[config.mk]
export PLATFORM = sky130hd
export DESIGN_NAME = dmem_image_streamer
export DESIGN_NICKNAME = d
export VERILOG_FILES = /design/src/rtl/dmem_pkg.sv /design/src/rtl/sync_edge.sv /design/src/rtl/dmem_image_streamer.sv
export SDC_FILE = /design/constraint.sdc
export NUM_CORES = 1
export LEC_CHECK = 0
export ABC_AREA = 1
export CORE_ASPECT_RATIO = 1.4
export CORE_MARGIN = 2
export CORE_UTILIZATION = 43
export DETAILED_ROUTE_END_ITERATION = 8
export DONT_BUFFER_PORTS = 1
export PLACE_DENSITY = 0.62
export SLEW_MARGIN = 20
export SYNTH_ARGS = -nofsm -noshare
export SYNTH_HDL_FRONTEND = slang
export SYNTH_SLANG_ARGS = --single-unit
[constraint.sdc]
create_clock -name clk -period 1.6 [get_ports clk]
set_input_delay 0.08 -clock clk [delete_from_list [all_inputs] [get_ports clk]]
set_output_delay 0.08 -clock clk [all_outputs]
set_load 0.01 [all_outputs]
[src/rtl/dmem_pkg.sv]
`default_nettype none
// +----------------------------------------------------------------------+
// | dmem_pkg                                                               |
// | Shared types and defaults for the data-memory image streamer.          |
// | Revision: 1.0                                                          |
// +----------------------------------------------------------------------+
package dmem_pkg;

    localparam int DEF_IMG_WIDTH  = 360;
    localparam int DEF_IMG_HEIGHT = 360;
    localparam int DMEM_WORDS     = 129600;

    typedef enum logic [1:0] {
        S_IDLE   = 2'd0,
        S_STREAM = 2'd1,
        S_DRAIN  = 2'd2,
        S_DONE   = 2'd3
    } state_t;

    // Counter width that never collapses to zero bits for degenerate sizes.
    function automatic int clog2_min1(input int v);
        return (v <= 1) ? 1 : $clog2(v);
    endfunction

endpackage
`default_nettype wire

[src/rtl/sync_edge.sv]
`default_nettype none
// +----------------------------------------------------------------------+
// | sync_edge                                                              |
// | Two-flop synchronizer followed by a rising-edge pulse generator.       |
// | Revision: 1.0                                                          |
// +----------------------------------------------------------------------+
module sync_edge (
    input  logic clk,
    input  logic reset,
    input  logic async_in,
    output logic pulse
);

    logic meta_q, meta_d;
    logic sync_q, sync_d;
    logic prev_q, prev_d;

    always_comb begin
        meta_d = async_in;
        sync_d = meta_q;
        prev_d = sync_q;
    end

    always_ff @(posedge clk) begin
        if (reset) begin
            meta_q <= 1'b0;
            sync_q <= 1'b0;
            prev_q <= 1'b0;
        end else begin
            meta_q <= meta_d;
            sync_q <= sync_d;
            prev_q <= prev_d;
        end
    end

    // Combinational pulse keeps the edge one cycle earlier than a registered one.
    assign pulse = sync_q & ~prev_q;

endmodule
`default_nettype wire

[src/rtl/dmem_image_streamer.sv]
`default_nettype none
// +----------------------------------------------------------------------+
// | dmem_image_streamer                                                    |
// | Takes over the data-memory port and streams an image in raster order.  |
// | Revision: 1.0                                                          |
// +----------------------------------------------------------------------+
module dmem_image_streamer
    import dmem_pkg::*;
#(
    parameter int          IMG_WIDTH  = DEF_IMG_WIDTH,
    parameter int          IMG_HEIGHT = DEF_IMG_HEIGHT,
    parameter logic [31:0] BASE_ADDR  = 32'd0
) (
    input  logic        clk,
    input  logic        reset,
    input  logic        start,
    input  logic [31:0] cpu_address,
    input  logic        cpu_we,
    input  logic [31:0] cpu_wd,
    output logic        cpu_stall,
    output logic [31:0] mem_address,
    output logic        mem_we,
    output logic [31:0] mem_wd,
    input  logic [31:0] mem_rd,
    output logic [7:0]  pix_data,
    output logic        pix_valid,
    input  logic        pix_ready,
    output logic        pix_row_end,
    output logic        pix_last,
    output logic        done
);

    localparam int N     = IMG_WIDTH * IMG_HEIGHT;
    localparam int IDX_W = clog2_min1(N);
    localparam int X_W   = clog2_min1(IMG_WIDTH);
    localparam int Y_W   = clog2_min1(IMG_HEIGHT);

    localparam logic [IDX_W-1:0] c_LAST_IDX = IDX_W'(N - 1);
    localparam logic [X_W-1:0]   c_LAST_X   = X_W'(IMG_WIDTH - 1);
    localparam logic [Y_W-1:0]   c_LAST_Y   = Y_W'(IMG_HEIGHT - 1);

    state_t           state_q,     state_d;
    logic [IDX_W-1:0] idx_q,       idx_d;
    logic [X_W-1:0]   x_q,         x_d;
    logic [Y_W-1:0]   y_q,         y_d;
    logic [7:0]       pix_data_q,  pix_data_d;
    logic             pix_valid_q, pix_valid_d;
    logic             row_end_q,   row_end_d;
    logic             last_q,      last_d;
    logic             done_q,      done_d;

    logic w_start_pulse;
    logic w_load;
    logic w_owns;
    logic unused_rd_bits;

    sync_edge u_start_sync (
        .clk      (clk),
        .reset    (reset),
        .async_in (start),
        .pulse    (w_start_pulse)
    );

    assign w_load         = (state_q == S_STREAM) && (!pix_valid_q || pix_ready);
    assign w_owns         = (state_q == S_STREAM) || (state_q == S_DRAIN);
    assign unused_rd_bits = ^mem_rd[31:8];

    always_comb begin
        state_d     = state_q;
        idx_d       = idx_q;
        x_d         = x_q;
        y_d         = y_q;
        pix_data_d  = pix_data_q;
        pix_valid_d = pix_valid_q;
        row_end_d   = row_end_q;
        last_d      = last_q;
        done_d      = done_q;

        case (state_q)
            S_IDLE, S_DONE: begin
                if (w_start_pulse) begin
                    state_d = S_STREAM;
                    idx_d   = '0;
                    x_d     = '0;
                    y_d     = '0;
                    done_d  = 1'b0;
                end
            end
            S_STREAM: begin
                if (w_load) begin
                    pix_data_d  = mem_rd[7:0];
                    pix_valid_d = 1'b1;
                    row_end_d   = (x_q == c_LAST_X);
                    last_d      = (idx_q == c_LAST_IDX);
                    idx_d       = (idx_q == c_LAST_IDX) ? '0 : idx_q + 1'b1;
                    if (x_q == c_LAST_X) begin
                        x_d = '0;
                        y_d = (y_q == c_LAST_Y) ? '0 : y_q + 1'b1;
                    end else begin
                        x_d = x_q + 1'b1;
                    end
                    if (idx_q == c_LAST_IDX) begin
                        state_d = S_DRAIN;
                    end
                end
            end
            S_DRAIN: begin
                if (pix_ready) begin
                    pix_valid_d = 1'b0;
                    done_d      = 1'b1;
                    state_d     = S_DONE;
                end
            end
        endcase
    end

    always_ff @(posedge clk) begin
        if (reset) begin
            state_q     <= S_IDLE;
            idx_q       <= '0;
            x_q         <= '0;
            y_q         <= '0;
            pix_data_q  <= '0;
            pix_valid_q <= 1'b0;
            row_end_q   <= 1'b0;
            last_q      <= 1'b0;
            done_q      <= 1'b0;
        end else begin
            state_q     <= state_d;
            idx_q       <= idx_d;
            x_q         <= x_d;
            y_q         <= y_d;
            pix_data_q  <= pix_data_d;
            pix_valid_q <= pix_valid_d;
            row_end_q   <= row_end_d;
            last_q      <= last_d;
            done_q      <= done_d;
        end
    end

    // Streamer keeps the port through DRAIN so the CPU cannot slip a write in.
    always_comb begin
        cpu_stall   = w_owns;
        mem_address = w_owns ? (BASE_ADDR + 32'(idx_q)) : cpu_address;
        mem_we      = w_owns ? 1'b0  : cpu_we;
        mem_wd      = w_owns ? 32'd0 : cpu_wd;
    end

    assign pix_data    = pix_data_q;
    assign pix_valid   = pix_valid_q;
    assign pix_row_end = row_end_q;
    assign pix_last    = last_q;
    assign done        = done_q;

endmodule
`default_nettype wire

==> key figures, run 1 <==
Run status
  • Status: complete, but fails checks
  • Failing checks: negative setup slack

Global route
  • Vias in the first global route: 2467
  • GRT Util Overall: 18.9%
  • Antenna violations before repair: 0
  • First-pass GRT wire length: 10.7 mm
  • Grt peak-use layer: met2
  • Met3 usage: 2.81%
  • Met2 Track Usage GR: 36.4%
  • Largest net degree at the start of global routing: 79
  • Congestion Overflow GR: 0
  • Met1 Use GR: 20.5%

STA
  • Setup TNS: -450 ps
  • Worst Slack Setup Final: -45.4 ps
  • Final period utilization: 103%
  • Final setup viols: 17
  • Rel. slew slack: 59.8%
  • Max Transition Viols Final: 0
  • Unrepaired setup endpoints after global routing: true
  • Hold WS: 259 ps
  • Fmax: 0.608 GHz
  • Final worst clock skew: 6.06 ps
  • Worst Tran Pin Value: 603 ps
  • Final Hold Fails: 0
  • Final Critical Period: 1650 ps

Finish
  • Finished Core Util: 56.0%
  • Nets: 577
  • N_diodes: 0
  • Area grow syn2layout: 24.7%
  • Fraction of layout cells with a size suffix above 1: 15.9%
  • Final instance area: 3310 µm²

Logic synthesis
  • Register area share after synthesis: 32.5%
  • Yosys cell types: 30
  • Area contributors post-synth: dfxtp_1, nand2_1, inv_1, nor2_1, o21ai_0
  • Syn avg cell area: 6.05 µm²
  • Post-synth top area cell: dfxtp_1
  • Mapped Area: 2650 µm²
  • Synth top area share: 32.5%
  • Syn_nets: 544
  • Yosys warning total: 0
  • Yosys reg bits: 43
  • Post-Syn Instances: 438

Hold path
  • Hold Path Sink: done
  • Hold WC Path Type: in -> reg
  • Hold path cells: 3
  • Start point of the worst hold path: reset

Pwr
  • LEAKAGE: 0.00162 µW
  • VDD IR max: 0.843 mV
  • Pwr Density: 1710 nW/µm²

Critical path
  • Depth of the worst register-to-register path: 10
  • Reg2reg end: idx_q[13]
  • CP Launch Type: flop
  • CP required: 1520 ps
  • R2r startpoint: state_q[0]
  • Kind of critical path: reg -> out
  • Critical Path AT: 1570 ps
  • Worst Setup End Kind: output pin
  • Max Fanout on Critical Path: 78
  • R2R Setup Slk: -40 ps

Clocking
  • TritonCTS Buffers: 5
  • Max clock buf depth: 2
  • H-Tree Depth: 2
  • Clock latency on the worst-skew pair: 300 ps
  • Clock sink count: 43
  • Worst-path clk slew: 80 ps
  • Root Driver: clkbuf_8
  • CTS tree: done

Routing
  • Final wirelength: 6.83 mm
  • Drt initial violations: 118
  • Via-to-Cell Ratio: 5.05
  • DRT Pass-1 Iters: 4
  • Avg WL per Cell: 12.6 µm
  • Vias: 2735
  • DRC: 0
  • Antenna viol nets, final: 0

Placement
  • GPL Wtd Cong: 0.867
  • Placed cell areas: 2840 µm²
  • HPWL Detailed: 4.94 mm
  • Port Buf Inserts: 0

Floorplan
  • Core Rows: 33
  • Die Area: 6820 µm²
  • Starting density of the core: 44.9%
  • Chip width: 70.4 µm
  • # IOs: 179
  • Core area: 5900 µm²
  • Chip Height: 96.9 µm

Run
  • Max-cap viol count: 0
[sequential cells by signal, indices dropped and copies added, names as in the netlist]
name,cells
pix_last,1
pix_data,8
pix_valid,1
idx_q,17
x_q,9
u_start_sync.prev_d,1
state_q,2
u_start_sync.meta_q,1
done,1
u_start_sync.prev_q,1
pix_row_end,1
[cell usage after synthesis]
| library cell | n |
|---|---|
| nand2_1 | 136 |
| a211oi_1 | 1 |
| o21ai_1 | 1 |
| a31o_2 | 1 |
| a21oi_1 | 14 |
| nand4_1 | 5 |
| nor3_2 | 2 |
| buf_2 | 1 |
| nor2_2 | 2 |
| nor2_1 | 52 |
| dfxtp_1 | 43 |
| xnor2_1 | 2 |
| buf_6 | 3 |
| nand3_2 | 1 |
| nand3_4 | 1 |
| ha_1 | 5 |
| nor3_1 | 9 |
| o21ai_0 | 27 |
| buf_4 | 2 |
| a31oi_1 | 2 |
| nand3b_1 | 1 |
| nand2_2 | 2 |
| inv_1 | 83 |
| clkbuf_1 | 10 |
| nand3_1 | 19 |
| nor2_4 | 1 |
| nand2_4 | 1 |
| xor2_1 | 7 |
| nor3b_1 | 2 |
| inv_4 | 2 |
[final cells by class]
class,count,area [µm²]
clock buffer,6,82.6
clock inverter,2,35.0
fill,586,2600
inverter,85,330
multi-input combinational,295,1530
sequential,43,866
tap,70,87.6
timing repair buffer,40,363
timing repair inverter,1,7.51
[cells by family after synthesis]
group | Yosys count | synth area share, %
AOI/OAI and AO/OA | 46 | 9.01
xor gates and xnor gates | 9 | 2.97
adders and majority gates | 5 | 2.36
buffers and inverters | 101 | 15.7
DFF | 43 | 32.5
and+or+nand+nor | 234 | 37.5
[metrics by stage]
step	setup WS, ps	power [µW]	instances
6_report	-45.4	5640	542
5_1_grt	-131	6050	542
4_1_cts	-55.4	5470	538
3_5_place_dp	-230	4230	516
3_3_place_gp	-169	4190	516
2_1_floorplan	4.73	3630	438
[worst max-delay path by stage]
stage                           from             end  slack (ps)  depth (start not counted)
final                     state_q[0]  mem_address[9]         -50                          4
after global routing      state_q[1]        idx_q[9]        -130                         11
after CTS                 state_q[0]        idx_q[7]         -60                         10
after detailed placement  state_q[0]      state_q[0]        -230                          7
after global placement    state_q[0]      state_q[0]        -170                          7
after floorplan           state_q[0]        idx_q[5]           5                         10
[cells in the final DEF (no fill, tap or decap), drive strengths merged]
cell type | synthesis | layout
a211oi | 1 | 1
a21oi | 14 | 14
a31o | 1 | 1
a31oi | 2 | 2
buf | 6 | 28
bufinv | 0 | 1
clkbuf | 10 | 6
clkinv | 0 | 1
clkinvlp | 0 | 2
dfxtp | 43 | 43
dlygate4sd3 | 0 | 12
ha | 5 | 5
inv | 85 | 84
nand2 | 139 | 140
nand3 | 21 | 21
nand3b | 1 | 1
nand4 | 5 | 5
nor2 | 55 | 55
nor3 | 11 | 11
nor3b | 2 | 2
o21ai | 28 | 28
xnor2 | 2 | 2
xor2 | 7 | 7
[layer usage]
layer	up-vias	share of wire, %
met3	10	5.6
li1	1394	-
met4	0	1.8
met2	122	54
met5	-	0
met1	1209	39
[timing repair]
item / CTS / global route
buffers inserted: 4 / 1
pin swaps: 7 / 11
endpoints found under the hold margin: 16 / 5
resized for setup: 16 / 26
cloned: 0 / 2
hold buffers: 11 / 1
endpoints found under the setup margin: 91 / 92
[critical path, stage by stage (launching register included)]
cell and delay (ps):
dfxtp_4 370, inv_2 40, ha_4 260, buf_12 180
o21ai_0 360
[power by group]
part / total (µW) / switching [µW] / internal (µW) / leakage, µW
sequential: 1390 / 160 / 1230 / 0.000350
combinational: 3360 / 2190 / 1160 / 0.00121
clock: 888 / 383 / 505 / 0.0000612
total: 5640 / 2730 / 2900 / 0.00162
No activity file was read; power rests on OpenSTA's default activity.
==> run 2, diff against run 1 <==
CORE_UTILIZATION = 50   (was 43)
PLACE_DENSITY = 0.7   (was 0.62)
==> run 2 against run 1 <==
  * The flow still finishes with violations (negative setup slack)
  * Flip-flop and latch count stayed put
  * Global-route usage increased by 5.0 points
  * Non-clock buffer count is 4 higher
  * Via count rose by 1.9%
  * Cell count unchanged
  * Clock power shrank 3.2%
  * Critical path depth grew 1
  * Routed wire length up 5.9%
  * Sequential share of layout area down 0.81 points
  * Maximum frequency shrank 1.4%
  * Setup slack got worse by 23 ps
  * Hold slack worse by 180 ps
  * Largest cell class unchanged
==> key figures, run 2 (synthesis gave the netlist of run 1 again) <==
Run status
  • Status: complete, but fails checks
  • Failing checks: negative setup slack

Pwr
  • LEAKAGE: 0.00170 µW (+5.1%)
  • Pint: 3210 µW (+10%)
  • VDD IR max: 1.13 mV (+34%)
  • Comb pwr share: 63.8% (+4.3 points)
  • Pwr Density: 1820 nW/µm² (+6.5%)
  • Psw: 3010 µW (+10%)
  • Switching Share: 48.4% (-0.11 points)
  • Seq pwr share: 22.4% (-2.3 points)
  • Clk pwr share: 13.8% (-1.9 points)

Clocking
  • TritonCTS Buffers: 5 (unchanged)
  • Root Driver: clkbuf_8
  • CTS tree: done
  • H-Tree Depth: 2 (unchanged)
  • Clock latency on the worst-skew pair: 300 ps (about the same)
  • Max clock buf depth: 2 (unchanged)
  • Worst-path clk slew: 90 ps (about the same)
  • Clock sink count: 43 (unchanged)

Critical path
  • Worst setup path startpoint: state_q[0]
  • Worst Setup End Kind: output pin
  • CP max-delay cell: dfxtp_4
  • Largest stage delay on the critical path: 360 ps (about the same)
  • Max Fanout on Critical Path: 19 (-76%)
  • Depth of the worst register-to-register path: 9 (-1)
  • CP Launch Type: flop
  • Critical Path AT: 1590 ps (+20 ps)
  • CP required: 1520 ps (about the same)
  • R2r startpoint: state_q[0]
  • Critical Path Stages: 5 (+1)
  • Worst-path cell chain: inv_2 > ha_4 > buf_4 > clkbuf_16 > o21ai_1
  • Kind of critical path: reg -> out
  • Worst Setup EP: mem_address[9]
  • Buf+Inv Stages, Crit Path: 3 (+1)
  • Reg2reg end: idx_q[9]
  • Crit path max-delay family: buffers and inverters
  • R2R Setup Slk: -50 ps (about the same)

Placement
  • Cells after DPL: 513 (-0.58%)
  • HPWL Detailed: 4.92 mm (-0.40%)
  • Placed cell areas: 2840 µm² (about the same)
  • Port Buf Inserts: 0 (unchanged)
  • GPL Wtd Cong: 0.902 (+4.1%)

Floorplan
  • Die Area: 5910 µm² (-13%)
  • Chip Height: 90.2 µm (-7.0%)
  • Core area: 5160 µm² (-13%)
  • Core Rows: 31 (-6.1%)
  • # IOs: 179 (unchanged)
  • Chip width: 65.5 µm (-6.8%)
  • Starting density of the core: 51.4% (+6.5 points)

STA
  • Unrepaired setup endpoints after global routing: true
  • Rel. slew slack: 78.0% (+18 points)
  • Max Transition Viols Final: 0 (unchanged)
  • Worst Slack Setup Final: -68.8 ps (-23.3 ps)
  • Final Hold Fails: 0 (unchanged)
  • Final Critical Period: 1670 ps (+23.3 ps)
  • Final worst clock skew: 10.2 ps (+4.14 ps)
  • Fmax: 0.599 GHz (-1.4%)
  • Worst Tran Pin Value: 330 ps (-272 ps)
  • Final period utilization: 104% (+1.5 points)
  • Final setup viols: 75 (+58)

Routing
  • Avg WL per Cell: 13.4 µm (+5.9%)
  • Final wirelength: 7.24 mm (+5.9%)
  • Antenna viol nets, final: 0 (unchanged)
  • DRC: 0 (unchanged)
  • Vias: 2787 (+1.9%)
  • Drt initial violations: 145 (+23%)
  • DRT Pass-1 Iters: 4 (unchanged)
  • Via-to-Cell Ratio: 5.14 (+1.9%)

Finish
  • N_diodes: 0 (unchanged)
  • Max reg flops: 17 (unchanged)
  • Most frequent cells in the layout: nand2_1, inv_1, nor2_1, dfxtp_1, buf_4
  • Area grow syn2layout: 29.0%
  • Final instance area: 3420 µm² (+3.5%)
  • Most flop-heavy register: idx_q
  • Fraction of layout cells with a size suffix above 1: 19.7% (+3.9 points)
  • Final cell count without fillers: 542 (unchanged)
  • Nets: 581 (+0.69%)
  • Commonest non-fill, non-tap cell in the layout: nand2_1

Global route
  • GRT Util Overall: 24.0% (+5.0 points)
  • Vias in the first global route: 2503 (+1.5%)
  • Largest net degree at the start of global routing: 40 (-49%)
  • First-pass GRT wire length: 11.2 mm (+4.8%)
  • Antenna violations before repair: 0 (unchanged)
  • Congestion Overflow GR: 0 (unchanged)

Hold path
  • Hold WC Path Type: in -> reg

Run
  • Max-cap viol count: 0 (unchanged)
==> run 2: stage by stage <==
step / setup TNS [ps] / setup WS [ps] / utilization, % / total power [µW] / hold WS [ps]
after floorplan: 0 / 4.73 / - / 3630 / 187
after global placement: -1450 / -93.7 / 55.1 / 4220 / 144
after detailed placement: -3330 / -133 / 55.1 / 4280 / 149
after CTS: -1670 / -72.5 / 61.8 / 5610 / -181
after global routing: -7850 / -173 / 66.3 / 6690 / 111
final: -1650 / -68.8 / 66.3 / 6210 / 83.2
==> run 2: repair_timing <==
item / in CTS / in global routing
hold buffers: 11 / 1
hold endpoints to repair: 16 / 5
pin swaps: 6 / 8
setup endpoints to repair: 90 / 84
gates resized for setup: 20 / 54
cloned: 2 / 2
setup buffers: 1 / 4
==> run 2: worst min-delay path: cells and delay by family <==
kind                   cells  cell delay (ps)
buffers and inverters      1              130
AND/OR/NAND/NOR            1              110
AO/OA/AOI/OAI              1               30
==> run 2: worst min path at each step <==
stage | startpoint | end | slack, ps | cells past startpoint
after floorplan | start | u_start_sync.meta_q | 190 | 2
after global placement | reset | state_q[0] | 140 | 1
after detailed placement | reset | state_q[0] | 150 | 1
after CTS | reset | state_q[1] | -180 | 1
after global routing | reset | done | 110 | 3
final | reset | done | 80 | 3
==> run 2: layer usage <==
metal / GRT usage [%] / vias to the layer above / routed length [µm]
met5: 0 / - / 0
met4: 7.29 / 0 / 111
met3: 4.01 / 7 / 431
met2: 44.5 / 108 / 3800
met1: 27.1 / 1260 / 2900
li1: - / 1412 / -
==> run 2: power by group through the flow <==
stage	Combinational, µW	Sequential, µW	Clock [µW]
2_1_floorplan	2240	1380	0
3_3_place_gp	2820	1390	0
3_5_place_dp	2880	1400	0
4_1_cts	3340	1390	883
5_1_grt	4350	1420	926
6_report	3960	1390	860
==> run 2: layout make-up <==
class	instances	area (µm²)
fill	477	1740
multi-input combinational	295	1580
sequential	43	868
timing repair buffer	44	435
inverter	85	329
tap	66	82.6
clock buffer	5	68.8
clock inverter	3	43.8
timing repair inverter	1	8.76
